`src/rtl/tag_arb_pkg.sv`:
```
// Shared constants and types for the 16x16 tag crossbar output side.
// Tag layout, MSB to LSB: {pri[2:0], addr+len, srcPort[3:0]}.
package tag_arb_pkg;

  localparam int N_IN       = 16;
  localparam int DST_W      = 4;
  localparam int ADDR_LENTH = 16;
  localparam int TAG_W      = ADDR_LENTH + 11;

  typedef logic [TAG_W-1:0] tag_t;
  typedef logic [DST_W-1:0] port_t;

  localparam int SRC_LSB = 0;
  localparam int MSG_LSB = DST_W;
  localparam int PRI_LSB = TAG_W - 3;

  function automatic logic [2:0] tagPri(input tag_t tag);
    return tag[PRI_LSB +: 3];
  endfunction

endpackage

```
`src/rtl/tag_port_arbiter_rr_pick.sv`:
```
// Rotating-priority picker: first set bit of eligible at or after ptr, modulo N_IN.
// The vector is doubled so the wrap-around search becomes a plain lowest-bit find.
module rr_pick #(
  parameter int N_IN  = 16,
  parameter int DST_W = 4
) (
  input  logic [N_IN-1:0]  eligible,
  input  logic [DST_W-1:0] ptr,
  output logic [DST_W-1:0] gnt,
  output logic             anyVld
);

  logic [2*N_IN-1:0] masked;

  genvar gi;
  generate
    for (gi = 0; gi < N_IN; gi++) begin : gMask
      // Lower copy only holds bits at or above ptr; upper copy covers the wrap.
      assign masked[gi]        = eligible[gi] && (DST_W'(gi) >= ptr);
      assign masked[gi + N_IN] = eligible[gi];
    end
  endgenerate

  always_comb begin
    gnt    = '0;
    anyVld = |eligible;
    for (int j = 2 * N_IN - 1; j >= 0; j--) begin
      if (masked[j]) gnt = DST_W'(j % N_IN);
    end
  end

endmodule

```
`src/rtl/tag_port_arbiter.sv`:
```
// Per-output-port scheduler: round-robin picks among inputs addressed to PORT_ID,
// registers the winner in a single-entry output stage, and counts delivered tags.
module tag_port_arbiter #(
  parameter int N_IN    = tag_arb_pkg::N_IN,
  parameter int TAG_W   = tag_arb_pkg::TAG_W,
  parameter int DST_W   = tag_arb_pkg::DST_W,
  parameter int PORT_ID = 0
) (
  input  logic                  iClk,
  input  logic                  iRst,
  input  logic [N_IN-1:0]       iReqVld,
  input  logic [N_IN*DST_W-1:0] iReqDst,
  input  logic [N_IN*TAG_W-1:0] iReqPld,
  output logic [N_IN-1:0]       oReqRdy,
  output logic                  oTagVld,
  output logic [TAG_W-1:0]      oTagPld,
  output logic [DST_W-1:0]      oTagSrc,
  input  logic                  iTagRdy,
  output logic [15:0]           oTagCnt
);

  localparam logic [DST_W-1:0] MY_ID = DST_W'(PORT_ID);

  logic [N_IN-1:0]  eligible;
  logic [DST_W-1:0] gnt;
  logic [DST_W-1:0] ptrReg;
  logic             anyVld;
  logic             load;
  logic             outHs;

  genvar gi;
  generate
    for (gi = 0; gi < N_IN; gi++) begin : gElig
      assign eligible[gi] = iReqVld[gi] && (iReqDst[gi*DST_W +: DST_W] == MY_ID);
      assign oReqRdy[gi]  = load && (gnt == DST_W'(gi));
    end
  endgenerate

  rr_pick #(
    .N_IN  (N_IN),
    .DST_W (DST_W)
  ) uPick (
    .eligible (eligible),
    .ptr      (ptrReg),
    .gnt      (gnt),
    .anyVld   (anyVld)
  );

  // Gating with iRst keeps every ready low while the stage is being cleared.
  assign load  = anyVld && (!oTagVld || iTagRdy) && !iRst;
  assign outHs = oTagVld && iTagRdy;

  always_ff @(posedge iClk) begin
    if (iRst) begin
      oTagVld <= 1'b0;
      oTagPld <= '0;
      oTagSrc <= '0;
      ptrReg  <= '0;
      oTagCnt <= '0;
    end else begin
      if (load) begin
        oTagVld <= 1'b1;
        oTagPld <= iReqPld[gnt*TAG_W +: TAG_W];
        oTagSrc <= gnt;
        ptrReg  <= gnt + 1'b1;
      end else if (outHs) begin
        oTagVld <= 1'b0;
      end
      if (outHs && (oTagCnt != 16'hFFFF)) oTagCnt <= oTagCnt + 16'd1;
    end
  end

endmodule

```
`config.mk`:
```
export PLATFORM = sky130hd
export DESIGN_NAME = tag_port_arbiter
export DESIGN_NICKNAME = d
export VERILOG_FILES = /design/src/rtl/tag_arb_pkg.sv /design/src/rtl/tag_port_arbiter_rr_pick.sv /design/src/rtl/tag_port_arbiter.sv
export SDC_FILE = /design/constraint.sdc
export NUM_CORES = 1
export LEC_CHECK = 0
export CORE_AREA = 8 8 217 219
export DETAILED_ROUTE_END_ITERATION = 6
export DIE_AREA = 0 0 225 227
export MAX_ROUTING_LAYER = met4
export PLACE_DENSITY = 0.48
export SLEW_MARGIN = 10
export SYNTH_ARGS = -nofsm -noshare
export SYNTH_HDL_FRONTEND = slang
export SYNTH_SLANG_ARGS = --single-unit
```
`constraint.sdc`:
```
create_clock -name iClk -period 5.75 [get_ports iClk]
set_clock_uncertainty 0.2 [all_clocks]
set_input_delay 0.8625 -clock iClk [delete_from_list [all_inputs] [get_ports iClk]]
set_output_delay 0.8625 -clock iClk [all_outputs]
set_load 0.1 [all_outputs]
```
=== After elaboration in Yosys (flattened, before gate mapping) ===
Index checks and enable logic that the tools add are counted.

* Flip-flop bits (word level): 52
* Bits of input ports: 515
* Output and inout bits: 64
* Word-level logic and storage cells: 149

* Add/subtract/negate cells: 2
* $mul: 1
* $lt $le $gt $ge: 16
* Equal/unequal tests: 16
* Shifts and indexed selects: 1
* Mux-type cells: 34
* Reduce and logical (&&, ||, !) cells: 74

{| class="wikitable"
|+ Operators with widths
! cell !! count
|-
| 432-bit by 10-bit variable part select with 27-bit output || 1
|-
| 4-bit two-way mux || 32
|-
| 4-bit logical NOT || 17
|-
| 1-bit logical AND || 52
|-
| 4-bit equality test, second input constant || 8
|-
| 4-bit >= comparator, first input constant || 8
|-
| 16-bit by 1-bit adder with 16-bit output, second input constant || 1
|-
| 4-bit by 3-bit equality test with 1-bit output, second input constant || 4
|-
| 3-bit by 4-bit >= comparator with 1-bit output, first input constant || 4
|-
| 16-bit inequality test, second input constant || 1
|-
| 16-bit OR reduction || 1
|-
| 4-bit by 5-bit multiplier with 9-bit output, second input constant || 1
|-
| 4-bit by 2-bit equality test with 1-bit output, second input constant || 2
|-
| 1-bit by 4-bit >= comparator with 1-bit output, first input constant || 2
|-
| 2-bit by 4-bit >= comparator with 1-bit output, first input constant || 2
|-
| 4-bit by 1-bit adder with 4-bit output, second input constant || 1
|-
| 4-bit by 1-bit equality test with 1-bit output, second input constant || 1
|-
| 1-bit logical NOT || 2
|-
| 1-bit two-way mux || 2
|-
| 2-bit nonzero test || 1
|-
| 1-bit logical OR || 1
|}

=== Longest topological paths before layout ===
Gate-level depths: netlist (run 1).

* Depth in word-level cells: 36
* Gate-level depth with buffers: 14
* Mapped depth without buffers: 11

=== Hierarchy ===
Synthesis (run 1) repeated with hierarchy kept, for this count alone.

* Cell total of the unflattened synthesis: 664
* Area total of the unflattened synthesis: 6545.0 sq um

{| class="wikitable"
|+ By module, submodules not included
! module !! times used !! cells each !! area each (sq um) !! seq. area each (sq um)
|-
| tag_port_arbiter || 1 || 549 || 5856.9 || 1041.0
|-
| rr_pick || 1 || 115 || 688.2 || 0.0
|}

=== Least setup slack after synthesis (run 1) ===
No wires, ideal clock.

* Path kind: input to output
* Start point: in iReqDst[44]
* End point: out oReqRdy[11]
* Arrival time: 5.882 ns
* Data required time: 4.688 ns
* Slack: -1.195 ns
* Stages on the path: 12
* Path buffers: 2
* Path through: or4b_4 > or2_1 > nand4_1 > o2111ai_1 > a21o_1 > a31o_2 > inv_2 > buf_6 > buf_4 > ha_1 > nand2_1 > nor4_1

* Longest elaborated chain between the ends: 32
* Elaborated cells between the ends (all ways): 36
* Those cells by class: eq/ne (1); mux (28); reduce/logical (7)

{| class="wikitable"
|+ RTL lines
! item !! RTL line !! RTL
|-
| start: declaration || tag_port_arbiter.sv:12 || <nowiki>input logic [N_IN*DST_W-1:0] iReqDst,</nowiki>
|-
| 4-bit logical NOT (*) || tag_port_arbiter.sv:34 || <nowiki>assign eligible[gi] = iReqVld[gi] && (iReqDst[gi*DST_W +: DST_W] == MY_ID);</nowiki>
|-
| 1-bit logical AND (*) || tag_port_arbiter.sv:34 ||
|-
| 4-bit two-way mux (16 in a row) || tag_port_arbiter_rr_pick.sv:28 || <nowiki>if (masked[j]) gnt = DST_W'(j % N_IN);</nowiki>
|-
| 4-bit two-way mux (*) (12 in a row) || tag_port_arbiter_rr_pick.sv:28 ||
|-
| net gnt[1] || tag_port_arbiter.sv:25 || <nowiki>logic [DST_W-1:0] gnt;</nowiki>
|-
| 4-bit equality test (*) || tag_port_arbiter.sv:35 || <nowiki>assign oReqRdy[gi] = load && (gnt == DST_W'(gi));</nowiki>
|-
| 1-bit logical AND (*) || tag_port_arbiter.sv:35 ||
|-
| end: declaration || tag_port_arbiter.sv:14 || <nowiki>output logic [N_IN-1:0] oReqRdy,</nowiki>
|}

The timed path passes the listed nets; every way through them passes the cells marked *.

=== Worst setup path in the final report (run 1) ===
* Start point: in iReqDst[17]
* End point: out oReqRdy[10]

* Longest elaborated chain between the ends: 25
* Elaborated cells between the ends (all ways): 29
* Those cells by class: eq/ne (1); mux (21); reduce/logical (7)

{| class="wikitable"
|+ RTL lines
! item !! RTL line
|-
| 4-bit logical NOT (*) || tag_port_arbiter.sv:34
|-
| 1-bit logical AND (*) || tag_port_arbiter.sv:34
|-
| 4-bit two-way mux (21 in a row) || tag_port_arbiter_rr_pick.sv:28
|-
| 4-bit equality test || tag_port_arbiter.sv:35
|-
| 1-bit logical AND (*) || tag_port_arbiter.sv:35
|}

Mark *: on every way between the ends. The rest lies on a longest branch, timed or not.

==> impl_metrics.ini, run 1 <==
[sta]
grt_setup_unrepaired = no
finalSetupTns_ns = 0
final.setup.worst_slack_ns = 0.580
layout_min_cycle_time_ns = 5.17
report.final.slew_viol_count = 0
max_freq_mhz = 193
final-setup-viol-count = 0
hold_slack_ns = 0.308
fin_crit_sh = 0.899
worstMarginPinSlew_ns = 1.16
maxSlewHeadroom = 0.227
hold_viol = 0

[cells_and_area]
final_layout_size_suffix_gt1_frac = 0.0586
final_standard_cell_utilization_of_the_core = 0.305
fin_nets = 1867
syn2layout_area_growth_pct = 102
fin_cells = 1950
final_area_um2 = 13300

[synthesis]
postSynth.topFlopCell = dfxtp_1
yosys_top_cell_area_share = 0.336
synth_top_cell_by_area = mux2i_1
ys_async_sr_fraction = 0
syn_inst = 801
mappedNetlistNets = 1321
syn-cell-area_um2 = 6610
synth_top_cells_by_count = 222 x mux2i_1, 85 x o22ai_1, 74 x nor2_1
yosysMostFrequentCell = mux2i_1
ys_top_cells_by_area = mux2i_1 34%, dfxtp_1 16%, o22ai_1 8.1%
synthesis.area_per_instance_um2 = 8.25
ys_ff_latch = 52
yosysWarningCount = 0
synth_cell_types = 64
synth_enable_flop_cells = 0
synth-seq-area-share = 0.158

[global_route]
grt_overflow = 0
number_of_antenna_violations_at_the_first_check_in_global_routing = 12
maximum_number_of_pins_on_one_net_before_global_route_repair = 94
global_route_wire_length_before_repair_mm = 64.1
grt.total_usage = 0.176
first_global_vias = 9065

[hold_path]
hold_path_class = reg -> reg

[floorplan]
core.rowCount = 77
fp.dieArea_um2 = 51100
die-width_um = 225
floorplan.core_area_um2 = 43600
io_pins = 579
initial_core_util = 0.151
die_h_um = 227

[worst_setup_path]
setup.worst_path.end_class = primary output
cp.required_ns = 4.69
worst-r2r-setup-slack_ns = 1.59
worst_setup_path_type = in -> out
critical_path.max_fanout = 10
critical_path.startpoint_type = input pin
cp_data_arrival_time_ns = 4.11

[clock_tree]
clk_path_buf_depth = 2
clock_insertion_delay_worst_skew_ns = 0.31
cts.htree.levels = 2
cts.repair_timing.setup_buffer_count = 0
clkSlewWorstSetupHoldPaths_ns = 0.08
ctsResizeCount = 0
numCtsBuffers = 5
tritoncts = yes
clock_sinks = 52
clock_tree.root_cell = clkbuf_16
post_cts_hold_buffer_count = 0

[drt]
remaining_drc_errors = 0
detailed_route_vias_per_instance = 4.46
drt.antenna.violating_nets = 0
first_pass_iters = 5
routedWlPerCell_um = 24.3
dr.first_iter.drc_count = 476
route.vias.total = 8703
routed_wl_mm = 47.4

[power_and_ir_drop]
cellLeakagePower_nw = 4.94
power-per-cell-area_nw_per_um2 = 184
power.total_mw = 2.45
power.ir.vdd_worst_uv = 120

[placed_design]
postPlaceCellArea_um2 = 13100
dp_hpwl_mm = 40.4
dp.cells = 1932
gp_congestion = 0.910
dp_slack_ns = 0.512
port_buffers = 578

[job]
cap_violations = 0

[outcome]
run_status = finished clean
[metal layers]
metal | track usage | vias up | part of all wire
li1 | - | 4220 | -
met1 | 0.209 | 4058 | 0.42
met2 | 0.302 | 399 | 0.50
met3 | 0.0416 | 26 | 0.070
met4 | 0.0373 | 0 | 0.014
met5 | - | - | 0
[cells in the final DEF (no fill, tap or decap), types with 6 or more instances in the layout]
cell | Yosys | routed
clkdlybuf4s50_1 | 0 | 562
mux2i_1 | 222 | 222
o22ai_1 | 85 | 85
nor2_1 | 74 | 74
dfxtp_1 | 52 | 52
nand2_1 | 37 | 37
o21ai_0 | 36 | 36
o211ai_1 | 31 | 31
buf_4 | 11 | 23
a221oi_1 | 18 | 18
buf_12 | 0 | 17
and3_1 | 16 | 16
nand3_1 | 15 | 15
nor4_1 | 14 | 13
a21oi_1 | 13 | 13
xor2_1 | 12 | 12
diode_2 | 0 | 10
and2_1 | 11 | 10
a221oi_2 | 9 | 9
nand2b_1 | 8 | 8
nor3_1 | 7 | 7
nand4_1 | 6 | 6
[cells by family after synthesis]
logic type | synth area share
multiplexers | 0.336
flip-flops | 0.158
adder cells (fa/ha/maj) | 0.00947
buffers and inverters | 0.0665
XOR/XNOR | 0.0212
AO/OA/AOI/OAI | 0.243
AND/OR/NAND/NOR | 0.165
[flip-flops by register name, indices dropped and copies added, names as in the netlist]
signal / flops
oTagSrc: 4
oTagCnt: 16
oTagVld: 1
oTagPld: 27
ptrReg: 4
[area by class of cell]
class / instances / area, µm²
Fill cell: 4673 / 30300
Timing Repair Buffer: 602 / 6140
Clock inverter: 3 / 27.5
Tap cell: 592 / 741
Antenna cell: 10 / 25.0
Multi-Input combinational cell: 682 / 5190
Sequential cell: 52 / 1040
Clock buffer: 5 / 125
Inverter: 4 / 22.5
[where the power goes]
group / switching, mW / leakage, nW / internal, mW / total [mW]
sequential: 0.0489 / 0.424 / 0.410 / 0.459
combinational: 0.930 / 4.45 / 0.721 / 1.65
clock: 0.173 / 0.0720 / 0.166 / 0.339
[critical path, stage by stage]
cell and delay [ns]:
clkdlybuf4s50_1 0.40, nor3_1 0.41, nand2_1 0.20, a211o_1 0.34, a221o_1 0.40, nand2b_1 0.21
o221ai_4 0.25, buf_4 0.28, ha_1 0.19, nand2_1 0.11, nor2_1 0.23, buf_12 0.21
[path summary, 6_finish.rpt]
kind,depth (start not counted),endpoint,startpoint
hold reg to reg,2,oTagSrc[1],oTagSrc[1]
setup / recovery,12,oReqRdy[10],iReqDst[17]
setup reg to reg,12,oTagPld[5],ptrReg[1]
hold / removal,2,oTagSrc[1],oTagSrc[1]
Power figures use the tool's default switching activity.
==> run 2: changes to the inputs <==
DONT_BUFFER_PORTS = 1   (was not set)
PLACE_DENSITY = 0.31   (was 0.48)
==> run 2 against run 1 <==
Global-route usage is 2.1 points lower. Design area is 44% lower. Sequential power is 71% higher. Clock power is 6.8% higher. Routed wire length is 12% lower. Register-to-register slack worse by 0.28 ns. Final cell count is 29% lower. Non-clock buffer count is 563 lower. Fmax is 4.4% higher. Critical path type unchanged. Critical endpoint is now oReqRdy[11].
==> impl_metrics.ini, run 2 (synthesized netlist as in run 1, its figures left out) <==
[cells_and_area]
n_fill_cell = 4970
mostFrequentLayoutCell = mux2i_1
largest_register_ffs = 27
syn2layout_area_growth_pct = 13.4
fin_nets = 1304
final_layout_size_suffix_gt1_frac = 0.113
regMostFlops = oTagPld
final_standard_cell_utilization_of_the_core = 0.172
final_area_um2 = 7490
fin_cells = 1380
reg_top3 = oTagPld: 27 flops, oTagCnt: 16 flops
highest_count_cells_in_the_layout_ignoring_fill_and_taps = 222 x mux2i_1, 85 x o22ai_1, 63 x nor2_1, 52 x dfxtp_1, 38 x buf_4

[sta]
finalSetupTns_ns = 0
final-setup-viol-count = 0
fin_crit_sh = 0.861
grt_setup_unrepaired = no
worstMarginPinSlew_ns = 1.14
maxSlewHeadroom = 0.240
report.final.slew_viol_count = 0
max_freq_mhz = 202
layout_min_cycle_time_ns = 4.95
hold_viol = 0

[worst_setup_path]
setup.worst_path.end_class = primary output
worst_path_largest_cell_delay_ns = 0.53
ff2ff_path_depth = 12
cp_data_arrival_time_ns = 3.89
critical_path.max_fanout = 35
cp.required_ns = 4.69
worst-r2r-setup-slack_ns = 1.31
worst_setup_path_type = in -> out
path_cells = or4b_4, or2_1, nand4_1, o2111ai_1, a21o_1, a31o_2, inv_8, ha_1, nand2_1, nor4_4, buf_4
critical_path.slowest_cell = or4b_4
critical_path.startpoint_type = input pin

[drt]
route.vias.total = 6636
routedWlPerCell_um = 30.3
dr.first_iter.drc_count = 340
drt.antenna.violating_nets = 0
detailed_route_vias_per_instance = 4.81
first_pass_iters = 5
routed_wl_mm = 41.8
remaining_drc_errors = 0

[outcome]
run_status = finished clean

[hold_path]
timing.hold.worst_path_depth = 2
hold_path_class = reg -> reg

[floorplan]
die_h_um = 227
initial_core_util = 0.151
floorplan.core_area_um2 = 43600
core.rowCount = 77
fp.dieArea_um2 = 51100
io_pins = 579
die-width_um = 225

[clock_tree]
tritoncts = yes
ctsResizeCount = 0
clk_path_buf_depth = 2
clock_insertion_delay_worst_skew_ns = 0.32
numCtsBuffers = 5
cts.repair_timing.setup_buffer_count = 0
clock_sinks = 52
clkSlewWorstSetupHoldPaths_ns = 0.10
cts.htree.levels = 2
clock_tree.root_cell = clkbuf_16
post_cts_hold_buffer_count = 0

[power_and_ir_drop]
cellLeakagePower_nw = 2.71
power-per-cell-area_nw_per_um2 = 271
power.ir.vdd_worst_uv = 117

[placed_design]
postPlaceCellArea_um2 = 7330
port_buffers = 0
dp_hpwl_mm = 35.9
gp_congestion = 0.847
dp.cells = 1369

[global_route]
number_of_antenna_violations_at_the_first_check_in_global_routing = 4
global_route_wire_length_before_repair_mm = 55.3
first_global_vias = 7209
maximum_number_of_pins_on_one_net_before_global_route_repair = 76
grt.total_usage = 0.155
grt_overflow = 0

[job]
cap_violations = 0
[run 2: cell types whose count changed in the layout (fill, tap and decap cells not counted)]
cell	before	now
buf_12	17	1
buf_4	23	38
clkdlybuf4s50_1	562	0
clkinv_4	1	0
clkinvlp_4	1	2
diode_2	10	3
nor2_1	74	63
nor2_2	0	11
[run 2: critical path: cells and delay by family]
family          cells  cell delay [ns]
compound gates      3             0.66
fa+ha+maj           1             0.28
buf+inv             2             0.63
simple gates        5             1.46
[run 2: power by group]
part           internal, mW  leakage [nW]  switching (mW)  total (mW)
Sequential            0.409         0.424           0.375       0.784
Combinational         0.346          2.22           0.539       0.886
Clock                 0.166        0.0680           0.195       0.362
Total                 0.922          2.71            1.11        2.03
[run 2: stage by stage]
step	worst slack [ns]	total power, mW	hold WS, ns
after detailed placement	0.785	1.69	0.371
after global placement	0.813	1.69	0.386
after global routing	0.541	2.14	0.375
after CTS	0.777	2.08	0.372
final	0.800	2.03	0.359
after floorplan	0.408	1.44	0.476
[run 2: layer usage]
layer | vias up | global-route usage | routed length [µm]
met5 | - | - | 0
met1 | 3189 | 0.186 | 17600
met3 | 19 | 0.0286 | 2360
met2 | 339 | 0.265 | 21100
li1 | 3089 | - | -
met4 | 0 | 0.0420 | 784
[run 2: path summary, 6_finish.rpt]
check | end | start
worst max register to register | oTagPld[26] | ptrReg[1]
worst min register to register | oTagPld[16] | oTagPld[16]
worst max-delay path | oReqRdy[11] | iReqDst[44]
worst min-delay path | oTagPld[16] | oTagPld[16]
[run 2: area by class of cell]
class                           count  area, µm²  share of cell area
Antenna cell                        3       7.51             0.00100
Timing Repair Buffer               39        305              0.0408
Inverter                            4       22.5             0.00301
Clock inverter                      3       26.3             0.00351
Tap cell                          592        741              0.0989
Clock buffer                        5        125              0.0167
Sequential cell                    52       1040               0.139
Multi-Input combinational cell    682       5220               0.697
